[src/rtl/proc_test_monitor.sv]
// -----------------------------------------------------------------------------
// proc_test_monitor
//
// On-chip pass/fail checker that sits beside the single-cycle processor. It
// holds a small table of checkpoints, each a PC threshold plus the writeback
// value expected when the PC first reaches that threshold. During a run the
// checkpoints are evaluated strictly in order, one per cycle at most. Passes
// are counted and failures are flagged. A cycle watchdog ends a run that never
// reaches its last checkpoint.
//
// Ports
//   CLK           clock, all state changes on the rising edge
//   resetl        synchronous active-low reset (clears results and table)
//   cfg_we        table write strobe, honoured only while idle
//   cfg_idx       table entry to write (indices >= NUM_TESTS are dropped)
//   cfg_pc        PC threshold for the entry being written
//   cfg_expected  expected writeback value for the entry being written
//   start         begin a run (honoured while idle, done or timed out)
//   currentpc     processor PC
//   memtoregout   processor writeback value
//   busy          run in progress
//   done          run finished (normally or by watchdog)
//   timeout       run ended by the watchdog
//   all_passed    run finished normally and every checkpoint passed
//   pass_count    checkpoints passed in this run
//   fail_mask     bit i set when checkpoint i failed or was never reached
//   cur_test      index of the checkpoint currently awaited
// -----------------------------------------------------------------------------
module proc_test_monitor #(
    parameter int NUM_TESTS  = 2,
    parameter int IDX_W      = 4,
    parameter int DATA_W     = 64,
    parameter int WDOG_W     = 16,
    parameter int WDOG_LIMIT = 255
) (
    input  logic                 CLK,
    input  logic                 resetl,
    input  logic                 cfg_we,
    input  logic [IDX_W-1:0]     cfg_idx,
    input  logic [DATA_W-1:0]    cfg_pc,
    input  logic [DATA_W-1:0]    cfg_expected,
    input  logic                 start,
    input  logic [DATA_W-1:0]    currentpc,
    input  logic [DATA_W-1:0]    memtoregout,
    output logic                 busy,
    output logic                 done,
    output logic                 timeout,
    output logic                 all_passed,
    output logic [IDX_W:0]       pass_count,
    output logic [NUM_TESTS-1:0] fail_mask,
    output logic [IDX_W-1:0]     cur_test
);

    typedef enum logic [1:0] {
        S_IDLE    = 2'd0,
        S_RUN     = 2'd1,
        S_DONE    = 2'd2,
        S_TIMEOUT = 2'd3
    } state_t;

    localparam logic [IDX_W-1:0]  LAST_IDX      = IDX_W'(NUM_TESTS - 1);
    localparam logic [IDX_W:0]    NUM_TESTS_CNT = (IDX_W + 1)'(NUM_TESTS);
    localparam logic [WDOG_W-1:0] WDOG_LAST     = WDOG_W'(WDOG_LIMIT - 1);
    localparam logic [WDOG_W-1:0] WDOG_MAX      = '1;

    // ------------------------------------------------------------------
    // State
    // ------------------------------------------------------------------
    state_t                state_reg;
    state_t                state_next;
    logic [IDX_W:0]        pass_count_reg;
    logic [IDX_W:0]        pass_count_next;
    logic [NUM_TESTS-1:0]  fail_mask_reg;
    logic [NUM_TESTS-1:0]  fail_mask_next;
    logic [IDX_W-1:0]      cur_test_reg;
    logic [IDX_W-1:0]      cur_test_next;
    logic [WDOG_W-1:0]     wdog_reg;
    logic [WDOG_W-1:0]     wdog_next;

    // Checkpoint table. It is kept in flops rather than block RAM because
    // reset has to clear every entry in a single cycle.
    logic [DATA_W-1:0]     tab_pc_reg  [NUM_TESTS];
    logic [DATA_W-1:0]     tab_exp_reg [NUM_TESTS];

    // ------------------------------------------------------------------
    // Decode of the awaited checkpoint
    // ------------------------------------------------------------------
    logic [DATA_W-1:0]     sel_pc;
    logic [DATA_W-1:0]     sel_exp;
    logic                  hit;
    logic                  match;
    logic                  last_test;
    logic                  wdog_expire;
    logic                  run_start;
    logic                  table_we;
    logic [NUM_TESTS-1:0]  cur_onehot;
    logic [NUM_TESTS-1:0]  tail_mask;

    // The read mux walks the real entries only. An out-of-range cur_test
    // cannot occur, but this way it would read zero rather than garbage.
    always_comb begin
        sel_pc  = '0;
        sel_exp = '0;
        for (int i = 0; i < NUM_TESTS; i++) begin
            if (cur_test_reg == IDX_W'(i)) begin
                sel_pc  = tab_pc_reg[i];
                sel_exp = tab_exp_reg[i];
            end
        end
    end

    assign hit         = (currentpc >= sel_pc);
    assign match       = (memtoregout == sel_exp);
    assign last_test   = (cur_test_reg == LAST_IDX);
    assign wdog_expire = (wdog_reg == WDOG_LAST);
    assign run_start   = start && (state_reg != S_RUN);
    assign table_we    = cfg_we && (state_reg == S_IDLE);

    // cur_onehot marks the awaited checkpoint. tail_mask marks every
    // checkpoint after it, which are the ones a watchdog expiry leaves
    // unevaluated.
    genvar gi;
    generate
        for (gi = 0; gi < NUM_TESTS; gi++) begin : g_mask
            assign cur_onehot[gi] = (cur_test_reg == IDX_W'(gi));
            assign tail_mask[gi]  = (IDX_W'(gi) > cur_test_reg);
        end
    endgenerate

    // ------------------------------------------------------------------
    // Checkpoint table writes
    // ------------------------------------------------------------------
    // The match on cfg_idx is done only against existing entries, so any
    // cfg_idx >= NUM_TESTS selects nothing and the write is dropped.
    always_ff @(posedge CLK) begin
        if (!resetl) begin
            for (int i = 0; i < NUM_TESTS; i++) begin
                tab_pc_reg[i]  <= '0;
                tab_exp_reg[i] <= '0;
            end
        end else if (table_we) begin
            for (int i = 0; i < NUM_TESTS; i++) begin
                if (cfg_idx == IDX_W'(i)) begin
                    tab_pc_reg[i]  <= cfg_pc;
                    tab_exp_reg[i] <= cfg_expected;
                end
            end
        end
    end

    // ------------------------------------------------------------------
    // FSM: state register
    // ------------------------------------------------------------------
    always_ff @(posedge CLK) begin
        if (!resetl) begin
            state_reg <= S_IDLE;
        end else begin
            state_reg <= state_next;
        end
    end

    // ------------------------------------------------------------------
    // FSM: next-state logic
    // ------------------------------------------------------------------
    // A final hit takes priority over watchdog expiry on the same edge.
    always_comb begin
        state_next = state_reg;
        unique case (state_reg)
            S_RUN: begin
                if (hit && last_test) begin
                    state_next = S_DONE;
                end else if (wdog_expire) begin
                    state_next = S_TIMEOUT;
                end
            end
            default: begin
                if (start) begin
                    state_next = S_RUN;
                end
            end
        endcase
    end

    // ------------------------------------------------------------------
    // Run datapath: pass counter, fail mask, checkpoint index, watchdog
    // ------------------------------------------------------------------
    always_comb begin
        pass_count_next = pass_count_reg;
        fail_mask_next  = fail_mask_reg;
        cur_test_next   = cur_test_reg;
        wdog_next       = wdog_reg;

        if (run_start) begin
            pass_count_next = '0;
            fail_mask_next  = '0;
            cur_test_next   = '0;
            wdog_next       = '0;
        end else if (state_reg == S_RUN) begin
            if (wdog_reg != WDOG_MAX) begin
                wdog_next = wdog_reg + WDOG_W'(1);
            end

            // At most one checkpoint per cycle. A later threshold that is
            // already satisfied is picked up on the next cycle with the
            // inputs present then.
            if (hit) begin
                if (match) begin
                    pass_count_next = pass_count_reg + (IDX_W + 1)'(1);
                end else begin
                    fail_mask_next = fail_mask_reg | cur_onehot;
                end
                if (!last_test) begin
                    cur_test_next = cur_test_reg + IDX_W'(1);
                end
            end

            // Watchdog expiry without a final hit. A checkpoint hit on this
            // same edge has already been scored above. Everything after it,
            // and the current one if it was not hit, is marked failed.
            if (wdog_expire && !(hit && last_test)) begin
                fail_mask_next = fail_mask_next | tail_mask;
                if (!hit) begin
                    fail_mask_next = fail_mask_next | cur_onehot;
                end
            end
        end
    end

    always_ff @(posedge CLK) begin
        if (!resetl) begin
            pass_count_reg <= '0;
            fail_mask_reg  <= '0;
            cur_test_reg   <= '0;
            wdog_reg       <= '0;
        end else begin
            pass_count_reg <= pass_count_next;
            fail_mask_reg  <= fail_mask_next;
            cur_test_reg   <= cur_test_next;
            wdog_reg       <= wdog_next;
        end
    end

    // ------------------------------------------------------------------
    // FSM: outputs, decoded from registered state only
    // ------------------------------------------------------------------
    always_comb begin
        busy       = (state_reg == S_RUN);
        done       = (state_reg == S_DONE) || (state_reg == S_TIMEOUT);
        timeout    = (state_reg == S_TIMEOUT);
        all_passed = (state_reg == S_DONE) && (pass_count_reg == NUM_TESTS_CNT);
    end

    assign pass_count = pass_count_reg;
    assign fail_mask  = fail_mask_reg;
    assign cur_test   = cur_test_reg;

endmodule

[config.mk]
export PLATFORM = sky130hd
export DESIGN_NAME = proc_test_monitor
export DESIGN_NICKNAME = d
export VERILOG_FILES = /design/src/rtl/proc_test_monitor.sv
export SDC_FILE = /design/constraint.sdc
export NUM_CORES = 1
export LEC_CHECK = 0
export CORE_MARGIN = 2
export CORE_UTILIZATION = 45
export CTS_CLUSTER_SIZE = 16
export DETAILED_ROUTE_END_ITERATION = 7
export PLACE_DENSITY = 0.74
export SLEW_MARGIN = 10
export SYNTH_ARGS = -nofsm -noshare
export SYNTH_HDL_FRONTEND = slang
export SYNTH_SLANG_ARGS = --single-unit
[constraint.sdc]
create_clock -name CLK -period 14.4 [get_ports CLK]
set_input_delay 4.32 -clock CLK [delete_from_list [all_inputs] [get_ports CLK]]
set_output_delay 4.32 -clock CLK [all_outputs]
set_load 0.03 [all_outputs]
### Yosys cells after proc, flatten, opt, wreduce, memory -nomap -nowiden

Memories as Yosys holds them, arrays and structs flattened.
Index checks and enable logic that the tools add are counted.
Widths: inputs -> output; s select.

* bits in registers: 29
* bits in writable memories: 256
* bits of input ports: 264
* output and inout bits: 15
* logic and storage cells: 76
* memories: 2

* add/sub/neg operators: 3
* $lt $le $gt $ge: 3
* equality and inequality tests: 11
* muxes and demuxes: 27
* bitwise logic cells: 9
* reductions and logical operators: 16

Memories
* tab_exp_reg: depth 2, bits a word 64, read ports 2, clocked after memory_dff 0, wr ports 2, line 83 `logic [DATA_W-1:0] tab_exp_reg [NUM_TESTS];`
* tab_pc_reg: depth 2, bits a word 64, read ports 2, clocked after memory_dff 0, wr ports 2, line 82 `logic [DATA_W-1:0] tab_pc_reg [NUM_TESTS];`

Operators with widths (number)
* $mux 64: 8
* $eq 64x64->1: 1
* $ge 64x64->1: 1
* $mux 2: 10
* $add 16x1->16 const B: 1
* $eq 16x8->1 const B: 1
* $ne 16x16->1 const B: 1
* $mux 1: 9
* $eq 4x1->1 const B: 2
* $gt 1x4->1 const A: 2
* $logic_not 4->1: 2
* $or 2x2->2: 3
* $reduce_and 3->1: 2
* $add 5x1->5 const B: 1
* $eq 5x2->1 const B: 1
* $logic_and 1x1->1: 5
* $add 4x1->4 const B: 1
* $eq 2x2->1 const B: 2
* $or 1x1->1: 4
* $reduce_and 2->1: 2
* $ne 3x1->1 const B: 1
* $eq 2x1->1 const B: 1
* $logic_not 2->1: 1
* $ne 2x1->1 const B: 1
* 5 further kinds: 6

### Longest topological paths before layout

Gate-level depths: netlist of the first run.

* depth after elaboration: 12
* mapped depth: 17
* gate-level depth less buffers: 14

### Worst setup path after synthesis of the first run

No wires, ideal clock.

* path type: input-to-reg
* from: input port cfg_idx[1]
* to: memory tab_exp_reg[1][36] (netlist: tab_exp_reg[0][100]), enable pin
* library setup time: 0.792 ns
* arrival time: 13.659 ns
* required time: 13.608 ns
* setup slack: -0.051 ns
* stages on the path: 3
* buffers on the path: 0
* path through: nor4b_1 -> nand2_1 -> o21ai_0

RTL lines
* from (decl): line 39 `input logic [IDX_W-1:0] cfg_idx,`
* to (decl): line 83

### Worst setup path after layout of the first run

* from: input port currentpc[46]
* to: register pass_count_reg[2] (netlist: pass_count[2])

* longest elaborated chain between the ends: 2

RTL lines
* from (decl): line 43 `input logic [DATA_W-1:0] currentpc,`
* $ge 64x64->1: line 112 `assign hit = (currentpc >= sel_pc);`
* $reduce_and 3->1 (no line)
* to (signal assigned): line 236 `pass_count_reg <= pass_count_next;`
* to (decl): line 71 `logic [IDX_W:0] pass_count_reg;`

No other way between the ends.
A chain may end at the register's enable or synchronous reset.

==> flow_metrics.env, run 1 <==
export IMPL_core_area_um2=30700
export IMPL_holdWs_ps=491
export IMPL_tightest_slew_ps=1270
export IMPL_final_cells=1753
export IMPL_synthToLayoutAreaGrowth_pct=30.5
export IMPL_synth_top_area_share_pct=54.7
export IMPL_critPathCaptureType="flip-flop"
export IMPL_cp_top_family="compound AO/OA/AOI/OAI gates"
export IMPL_clockRootBuffer="clkbuf_16"
export IMPL_arrival_ps=7650
export IMPL_clock_skew_ps=11.2
export IMPL_vdd_ir_drop_max_mv=0.0741
export IMPL_ys_seq_area_share_pct=58.8
export IMPL_vias=9540
export IMPL_crit_path_top_delay_cell="nor4_1"
export IMPL_critPathMaxStageDelay_ps=660
export IMPL_setup_viol=0
export IMPL_design_area_um2=18300
export IMPL_drc_errors=0
export IMPL_cp_max_fo=9
export IMPL_fmax_mhz=139
export IMPL_top_level_ports=279
export IMPL_grt_use_total_pct=20.9
export IMPL_die_w_um=181
export IMPL_wire_per_inst_um=20.2
export IMPL_clock_path_buffers=3
export IMPL_drive_gt1_share_pct=5.41
export IMPL_worstSetupPathType="input pin to flip-flop"
export IMPL_hold_viol_final=0
export IMPL_first_pass_iters=5
export IMPL_grt_max_degree=129
export IMPL_grt_pass1_vias=9677
export IMPL_synth_edf_count=256
export IMPL_synthFlopType="edfxtp_1"
export IMPL_fin_nets=1660
export IMPL_cp_required_ps=14840
export IMPL_ant_nets=0
export IMPL_design_die_area_um2=32700
export IMPL_cts_setup_buffers=0
export IMPL_vias_per_cell=5.44
export IMPL_cap_violations=0
export IMPL_rows=64
export IMPL_fillerInstances=2406
export IMPL_slew_headroom_pct=15.1
export IMPL_finalWorstSetupSlack_ps=7190
export IMPL_first_iter_violations=696
export IMPL_yosysWarnings=0
export IMPL_cp_cell_sequence="clkdlybuf4s50_1 > ha_1 > nand4_1 > nor4_1 > nand3_1 > a211oi_1 > o31ai_1 > a21oi_1 > a31oi_1 > a41o_1"
export IMPL_outcome="complete, no violations"
export IMPL_postSynthAreaPerCell_um2=13.2
export IMPL_power_density_nw_per_um2=113
export IMPL_die_h_um=181
export IMPL_portBuffers=278
export IMPL_numCtsBuffers=31
export IMPL_holdBufCountCts=0
export IMPL_wl_um=35400
export IMPL_ys_ff_latch=285
export IMPL_place_inst=1689
export IMPL_layout_common_cells="clkdlybuf4s50_1 (278), edfxtp_1 (256), and2_1 (131)"
export IMPL_grt_pass1_wl_um=53800
export IMPL_postCtsResizedCells=0
export IMPL_rsz0062_at_grt="no"
export IMPL_syn_nets=1397
export IMPL_drv_slew=0
export IMPL_postPlaceCellArea_um2=17200
export IMPL_critPathLaunchType="input pin"
export IMPL_start_util_pct=45.8
export IMPL_synth_cell_types=50
export IMPL_clock_sinks=285
export IMPL_yosysTopAreaCell="edfxtp_1"
export IMPL_fin_crit_sh_pct=50.1
export IMPL_crit_buf_inv=1
export IMPL_synthTopCellsByArea="edfxtp_1 (55%), ha_1 (6.2%), and2_1 (5.8%)"
export IMPL_p_leak_nw=6.73
export IMPL_cts_tree="yes"
export IMPL_antenna_found_initial=12
export IMPL_dp_hpwl_um=23500
export IMPL_final_common_cell="clkdlybuf4s50_1"
export IMPL_gr_total_overflow=0
export IMPL_min_path_type="flip-flop to flip-flop"
export IMPL_insertion_delay_ps=550
export IMPL_period_needed_ps=7210
export IMPL_preCtsSetupSlack_ps=6700
export IMPL_syn_area_um2=14100
export IMPL_async_flop_share_pct=0
export IMPL_syn_inst=1063
export IMPL_h_tree_depth=1
export IMPL_gp_congestion=0.850
export IMPL_clk_pin_slew_ps=60
==> metal layers <==
| layer | GRT usage (%) | routed length, µm | vias up |
|---|---|---|---|
| met1 | 27.0 | 14700 | 4603 |
| met2 | 34.6 | 17300 | 251 |
| met3 | 5.14 | 2160 | 76 |
| li1 | - | - | 4600 |
| met5 | 0 | 65 | - |
| met4 | 6.84 | 1150 | 10 |
==> synth_stat cells, drive strengths merged, types with 2 or more instances <==
cell	count
a211oi	6
a21o	7
a21oi	38
a221oi	2
a22oi	63
a31oi	4
a41o	2
and2	131
and3	4
and4	3
and4bb	7
buf	22
clkbuf	38
dfxtp	29
edfxtp	256
ha	70
inv	14
mux2i	64
nand2	29
nand2b	6
nand3	13
nand4	23
nor2	32
nor3	6
nor4	20
nor4b	3
nor4bb	57
o21ai	18
o31ai	2
or3	2
or4	3
xnor2	71
xor2	7
==> where the power goes <==
| group | switching, mW | internal (mW) |
|---|---|---|
| Combinational | 0.123 | 0.137 |
| Sequential | 0.00866 | 0.931 |
| Clock | 0.319 | 0.548 |
| Total | 0.451 | 1.62 |
==> tightest hold or removal path, cell delays in order, from the launching register on <==
cell and delay [ps]:
dfxtp_1 320, o21ai_0 70, a21oi_1 60
==> area by class of cell <==
| class | count | area (µm²) | area share, % |
|---|---|---|---|
| clock buffer | 40 | 871 | 4.75 |
| timing repair buffer | 290 | 2870 | 15.7 |
| inverter | 14 | 52.6 | 0.286 |
| clock inverter | 17 | 259 | 1.41 |
| multi-input combinational | 704 | 5510 | 30.0 |
| antenna | 7 | 17.5 | 0.0955 |
| sequential | 285 | 8270 | 45.1 |
| tap | 396 | 495 | 2.70 |
==> cells by family (layout without fill, tap and decap cells) <==
| group | count (synthesis) | count (layout) | share of synthesized area [%] |
|---|---|---|---|
| flip-flops | 285 | 285 | 58.8 |
| other | 0 | 7 | 0 |
| multiplexers | 64 | 64 | 4.56 |
| buffers and inverters | 74 | 361 | 2.32 |
| AO/OA/AOI/OAI | 151 | 151 | 7.19 |
| XOR/XNOR | 78 | 78 | 4.86 |
| adder cells (fa/ha/maj) | 70 | 70 | 6.23 |
| AND/OR/NAND/NOR | 341 | 341 | 16.0 |
==> through the flow <==
step / utilization [%] / power [mW] / TNS [ps]
floorplan: - / 1.11 / -13160
global placement: 56.1 / 1.21 / 0
detailed placement: 56.1 / 1.22 / 0
CTS: 59.8 / 2.08 / 0
global route: 59.8 / 2.14 / 0
finish: 59.8 / 2.07 / 0
==> worst paths after layout <==
path / endpoint / cells past startpoint / startpoint / slack, ps
setup / recovery: pass_count[2] / 10 / currentpc[46] / 7190
hold / removal: wdog_reg[7] / 2 / wdog_reg[7] / 490
setup reg to reg: pass_count[2] / 15 / cur_test[2] / 8820
hold reg to reg: wdog_reg[7] / 2 / wdog_reg[7] / 490
Power figures use the tool's default switching activity.
==> inputs of run 2 (changes only) <==
==> constraint.sdc (replaced) <==
create_clock -name CLK -period 6.6 [get_ports CLK]
set_input_delay 1.98 -clock CLK [delete_from_list [all_inputs] [get_ports CLK]]
set_output_delay 1.98 -clock CLK [all_outputs]
set_load 0.03 [all_outputs]
==> flow_metrics.env, run 2 (synthesis results as in run 1) <==
export IMPL_fin_crit_sh_pct=75.9
export IMPL_crit_buf_inv=1
export IMPL_clock_path_buffers=3
export IMPL_tightest_slew_ps=903
export IMPL_setup_viol=0
export IMPL_vias_per_cell=5.42
export IMPL_core_area_um2=30700
export IMPL_crit_path_top_delay_cell="nor4_1"
export IMPL_power_density_nw_per_um2=227
export IMPL_period_needed_ps=5010
export IMPL_layout_common_cells="clkdlybuf4s50_1 (278), edfxtp_1 (256), and2_1 (131)"
export IMPL_insertion_delay_ps=550
export IMPL_drc_errors=0
export IMPL_synthToLayoutAreaGrowth_pct=29.0
export IMPL_grt_use_total_pct=20.8
export IMPL_vias=9490
export IMPL_p_comb_share_pct=13.8
export IMPL_top_level_ports=279
export IMPL_clock_sinks=285
export IMPL_rr_startpoint="cur_test[1]"
export IMPL_seq_power_share_pct=49.7
export IMPL_vdd_ir_drop_max_mv=0.192
export IMPL_cts_tree="yes"
export IMPL_fillerInstances=2463
export IMPL_die_w_um=181
export IMPL_rsz0062_at_grt="no"
export IMPL_outcome="complete, no violations"
export IMPL_h_tree_depth=1
export IMPL_final_common_cell="clkdlybuf4s50_1"
export IMPL_critPathCaptureType="flip-flop"
export IMPL_gr_total_overflow=0
export IMPL_cp_required_ps=7040
export IMPL_wire_per_inst_um=19.8
export IMPL_clock_skew_ps=18.6
export IMPL_cp_cell_sequence="nor4b_2 > buf_12 > a22oi_1 > ha_1 > nand4_1 > nor4_1 > nand3_1 > a211oi_1 > o31ai_1 > a21oi_1 > a21oi_1 > a211oi_1"
export IMPL_cap_violations=0
export IMPL_worstSetupPathType="flip-flop to flip-flop"
export IMPL_numCtsBuffers=29
export IMPL_holdBufCountCts=0
export IMPL_p_leak_nw=6.61
export IMPL_slew_headroom_pct=39.3
export IMPL_switchingPower_uw=948
export IMPL_wl_um=34700
export IMPL_power_total_mw=4.12
export IMPL_min_path_type="flip-flop to flip-flop"
export IMPL_critPathLaunchType="flip-flop"
export IMPL_grt_pass1_wl_um=53600
export IMPL_drv_slew=0
export IMPL_drive_gt1_share_pct=4.90
export IMPL_hold_viol_final=0
export IMPL_rows=64
export IMPL_design_die_area_um2=32700
export IMPL_cp_top_family="compound AO/OA/AOI/OAI gates"
export IMPL_ant_nets=0
export IMPL_swShare_pct=23.0
export IMPL_grt_pass1_vias=9862
export IMPL_setup_worst_path_start="cur_test[1]"
export IMPL_fmax_mhz=200
export IMPL_clockRootBuffer="clkbuf_16"
export IMPL_first_pass_iters=5
export IMPL_dp_hpwl_um=23300
export IMPL_first_iter_violations=680
export IMPL_arrival_ps=5450
export IMPL_portBuffers=278
export IMPL_min_delay_start="wdog_reg[7]"
export IMPL_pwr_share_clk_pct=36.5
export IMPL_fin_tns_setup_ps=0
export IMPL_start_util_pct=45.8
export IMPL_grt_max_degree=132
export IMPL_gp_congestion=0.828
export IMPL_cts_setup_buffers=0
export IMPL_cp_max_fo=131
export IMPL_critPathMaxStageDelay_ps=820
export IMPL_die_h_um=181
export IMPL_intPower_mw=3.17
export IMPL_antenna_found_initial=11
export IMPL_postCtsResizedCells=0
export IMPL_clk_pin_slew_ps=60
export IMPL_fin_nets=1658
-- run 2: layout make-up --
| cell class | count | area, µm² | share of cell area, % |
|---|---|---|---|
| Inverter | 14 | 52.6 | 0.290 |
| Timing Repair Buffer | 290 | 2920 | 16.1 |
| Multi-Input combinational cell | 704 | 5510 | 30.4 |
| Clock buffer | 36 | 752 | 4.15 |
| Clock inverter | 17 | 103 | 0.566 |
| Sequential cell | 285 | 8270 | 45.6 |
| Tap cell | 396 | 495 | 2.73 |
| Antenna cell | 9 | 22.5 | 0.124 |
-- run 2: tightest hold or removal path, delay by kind of cell (launching register included) --
| family | cells | cell delay, ps |
|---|---|---|
| AO/OA/AOI/OAI | 2 | 130 |
| flip-flops | 1 | 320 |
-- run 2: final timing paths --
check / to / slack, ps / depth (start not counted)
min reg2reg: wdog_reg[7] / 490 / 2
max reg2reg: pass_count[1] / 1590 / 12
max: pass_count[1] / 1590 / 12
min: wdog_reg[7] / 490 / 2
-- run 2: metal layers --
| layer | routed length, µm | vias to the layer above | part of all wire [%] | track usage [%] |
|---|---|---|---|---|
| met5 | 22 | - | 0.063 | 0 |
| met3 | 2360 | 54 | 6.8 | 4.88 |
| met4 | 867 | 4 | 2.5 | 6.65 |
| met2 | 17300 | 276 | 50 | 35.1 |
| met1 | 14200 | 4565 | 41 | 26.4 |
| li1 | - | 4591 | - | - |
-- run 2: metrics by stage --
| step | hold slack (ps) | std cells | area (µm²) | setup slack (ps) | utilization, % |
|---|---|---|---|---|---|
| final | 489 | 1751 | 18100 | 1590 | 59.1 |
| after global placement | 466 | 1689 | 17300 | 1330 | 56.3 |
| after CTS | 493 | 1742 | 18100 | 1610 | 59.0 |
| after global routing | 537 | 1749 | 18100 | 1070 | 59.1 |
| after floorplan | 454 | 1063 | 14100 | -2060 | - |
| after detailed placement | 488 | 1689 | 17300 | 1140 | 56.3 |
-- run 2: power groups by stage --
stage          combinational, mW  sequential [mW]  clock, mW
2_1_floorplan              0.300             2.10          0
3_3_place_gp               0.560             2.08          0
3_5_place_dp               0.571             2.09          0
4_1_cts                    0.575             2.05       1.53
5_1_grt                    0.624             2.06       1.60
6_report                   0.569             2.05       1.50
==> inputs of run 3 (changes only) <==
--- a/config.mk
+++ b/config.mk
@@ -9,7 +9,7 @@
 export CORE_UTILIZATION = 45
 export CTS_CLUSTER_SIZE = 16
 export DETAILED_ROUTE_END_ITERATION = 7
-export PLACE_DENSITY = 0.74
+export PLACE_DENSITY = 0.71
 export SLEW_MARGIN = 10
 export SYNTH_ARGS = -nofsm -noshare
 export SYNTH_HDL_FRONTEND = slang
==> constraint.sdc (replaced) <==
create_clock -name CLK -period 5.2 [get_ports CLK]
set_input_delay 1.56 -clock CLK [delete_from_list [all_inputs] [get_ports CLK]]
set_output_delay 1.56 -clock CLK [all_outputs]
set_load 0.03 [all_outputs]
==> flow_metrics.env, run 3 (synthesis results as in run 1) <==
export IMPL_holdBufCountCts=0
export IMPL_rsz0062_at_grt="no"
export IMPL_tightest_slew_ps=894
export IMPL_insertion_delay_ps=570
export IMPL_vias_per_cell=5.46
export IMPL_gp_congestion=0.825
export IMPL_grt_pass1_vias=9868
export IMPL_die_h_um=181
export IMPL_drc_errors=0
export IMPL_power_density_nw_per_um2=293
export IMPL_layout_common_cells="clkdlybuf4s50_1 (278), edfxtp_1 (256), and2_1 (131)"
export IMPL_clock_path_buffers=3
export IMPL_critPathCaptureType="flip-flop"
export IMPL_first_iter_violations=557
export IMPL_cp_required_ps=5640
export IMPL_postCtsResizedCells=0
export IMPL_fin_crit_sh_pct=86.8
export IMPL_final_cells=1757
export IMPL_rows=64
export IMPL_worstSetupPathType="flip-flop to flip-flop"
export IMPL_vdd_ir_drop_max_mv=0.257
export IMPL_clk_pin_slew_ps=60
export IMPL_wl_um=35700
export IMPL_synthToLayoutAreaGrowth_pct=29.8
export IMPL_seq_power_share_pct=48.7
export IMPL_grt_pass1_wl_um=54000
export IMPL_cp_max_fo=76
export IMPL_clock_skew_ps=28.6
export IMPL_fin_nets=1664
export IMPL_slew_headroom_pct=40.2
export IMPL_fmax_mhz=221
export IMPL_cts_tree="yes"
export IMPL_grt_use_total_pct=20.9
export IMPL_arrival_ps=4950
export IMPL_multiInputGateArea_um2=5510
export IMPL_start_util_pct=45.8
export IMPL_design_die_area_um2=32700
export IMPL_top_level_ports=279
export IMPL_cap_violations=0
export IMPL_setup_viol=0
export IMPL_p_comb_share_pct=13.7
export IMPL_drive_gt1_share_pct=5.47
export IMPL_outcome="complete, no violations"
export IMPL_min_path_type="flip-flop to flip-flop"
export IMPL_hold_viol_final=0
export IMPL_finalWorstSetupSlack_ps=684
export IMPL_drv_slew=0
export IMPL_wire_per_inst_um=20.3
export IMPL_grt_max_degree=108
export IMPL_switchingPower_mw=1.24
export IMPL_pwr_share_clk_pct=37.6
export IMPL_place_inst=1693
export IMPL_vias=9600
export IMPL_clock_sinks=285
export IMPL_final_common_cell="clkdlybuf4s50_1"
export IMPL_preCtsSetupSlack_ps=417
export IMPL_gr_total_overflow=0
export IMPL_intPower_mw=4.10
export IMPL_core_area_um2=30700
export IMPL_antenna_found_initial=10
export IMPL_regArea_um2=8270
export IMPL_ant_nets=0
export IMPL_portBuffers=278
export IMPL_critPathLaunchType="flip-flop"
export IMPL_die_w_um=181
export IMPL_p_leak_nw=6.68
export IMPL_cts_setup_buffers=0
export IMPL_numCtsBuffers=31
export IMPL_dp_hpwl_um=23900
export IMPL_swShare_pct=23.3
export IMPL_period_needed_ps=4520
export IMPL_first_pass_iters=5
export IMPL_fillerInstances=2491
export IMPL_h_tree_depth=1
export IMPL_clockRootBuffer="clkbuf_16"
export IMPL_fin_util_pct=59.5
run 3: cell types whose count changed in the layout (fill, tap and decap cells not counted), moves of 2 or more:
cell       delta
buf_12        +2
buf_4         +2
clkbuf_16     +2
clkbuf_8      +3
clkinv_2      -2
diode_2       -2
run 3: power by group through the flow:
stage,logic [mW],clock network (mW),registers [mW]
2_1_floorplan,0.381,0,2.66
3_3_place_gp,0.715,0,2.64
3_5_place_dp,0.729,0,2.65
4_1_cts,0.734,2.05,2.60
5_1_grt,0.795,2.14,2.61
6_report,0.729,2.01,2.60
run 3: final cells by class:
cell class | instances | area share [%]
inverters | 14 | 0.288
well taps | 396 | 2.71
flip-flops and latches | 285 | 45.3
clock buffers | 42 | 4.64
repair buffers | 294 | 16.3
multi-input cells | 704 | 30.2
clock inverters | 15 | 0.432
diodes | 7 | 0.0960
run 3: layer usage:
layer	track usage, %	wire length (µm)
met2	35.5	17600
met4	6.74	1040
met1	26.1	14500
met5	0	51
met3	5.48	2450
run 3: worst max-delay path, cell delays in order, from the launching register on:
cell and delay (ps):
dfxtp_1 440, nor4b_2 600, buf_12 440, a22oi_1 190, ha_1 350, nand4_1 170
nor4_1 400, buf_4 200, nand3_1 130, a211oi_1 200, o31ai_1 210, a21oi_1 630
a31oi_1 170, a41o_1 220
run 3: metrics by stage:
stage	setup TNS, ps	hold slack [ps]	area (µm²)	power [mW]
floorplan	-151990	454	14100	3.04
global route	0	531	18200	5.55
detailed placement	0	486	17300	3.38
CTS	0	495	18200	5.39
finish	0	488	18300	5.34
global placement	0	465	17300	3.36
run 3: path summary, 6_finish.rpt:
| kind | from | to | slack [ps] | depth (start not counted) |
|---|---|---|---|---|
| worst max register to register | cur_test[0] | pass_count[4] | 680 | 13 |
| worst min-delay path | wdog_reg[7] | wdog_reg[7] | 490 | 2 |
| worst min register to register | wdog_reg[7] | wdog_reg[7] | 490 | 2 |
| worst max-delay path | cur_test[0] | pass_count[4] | 680 | 13 |
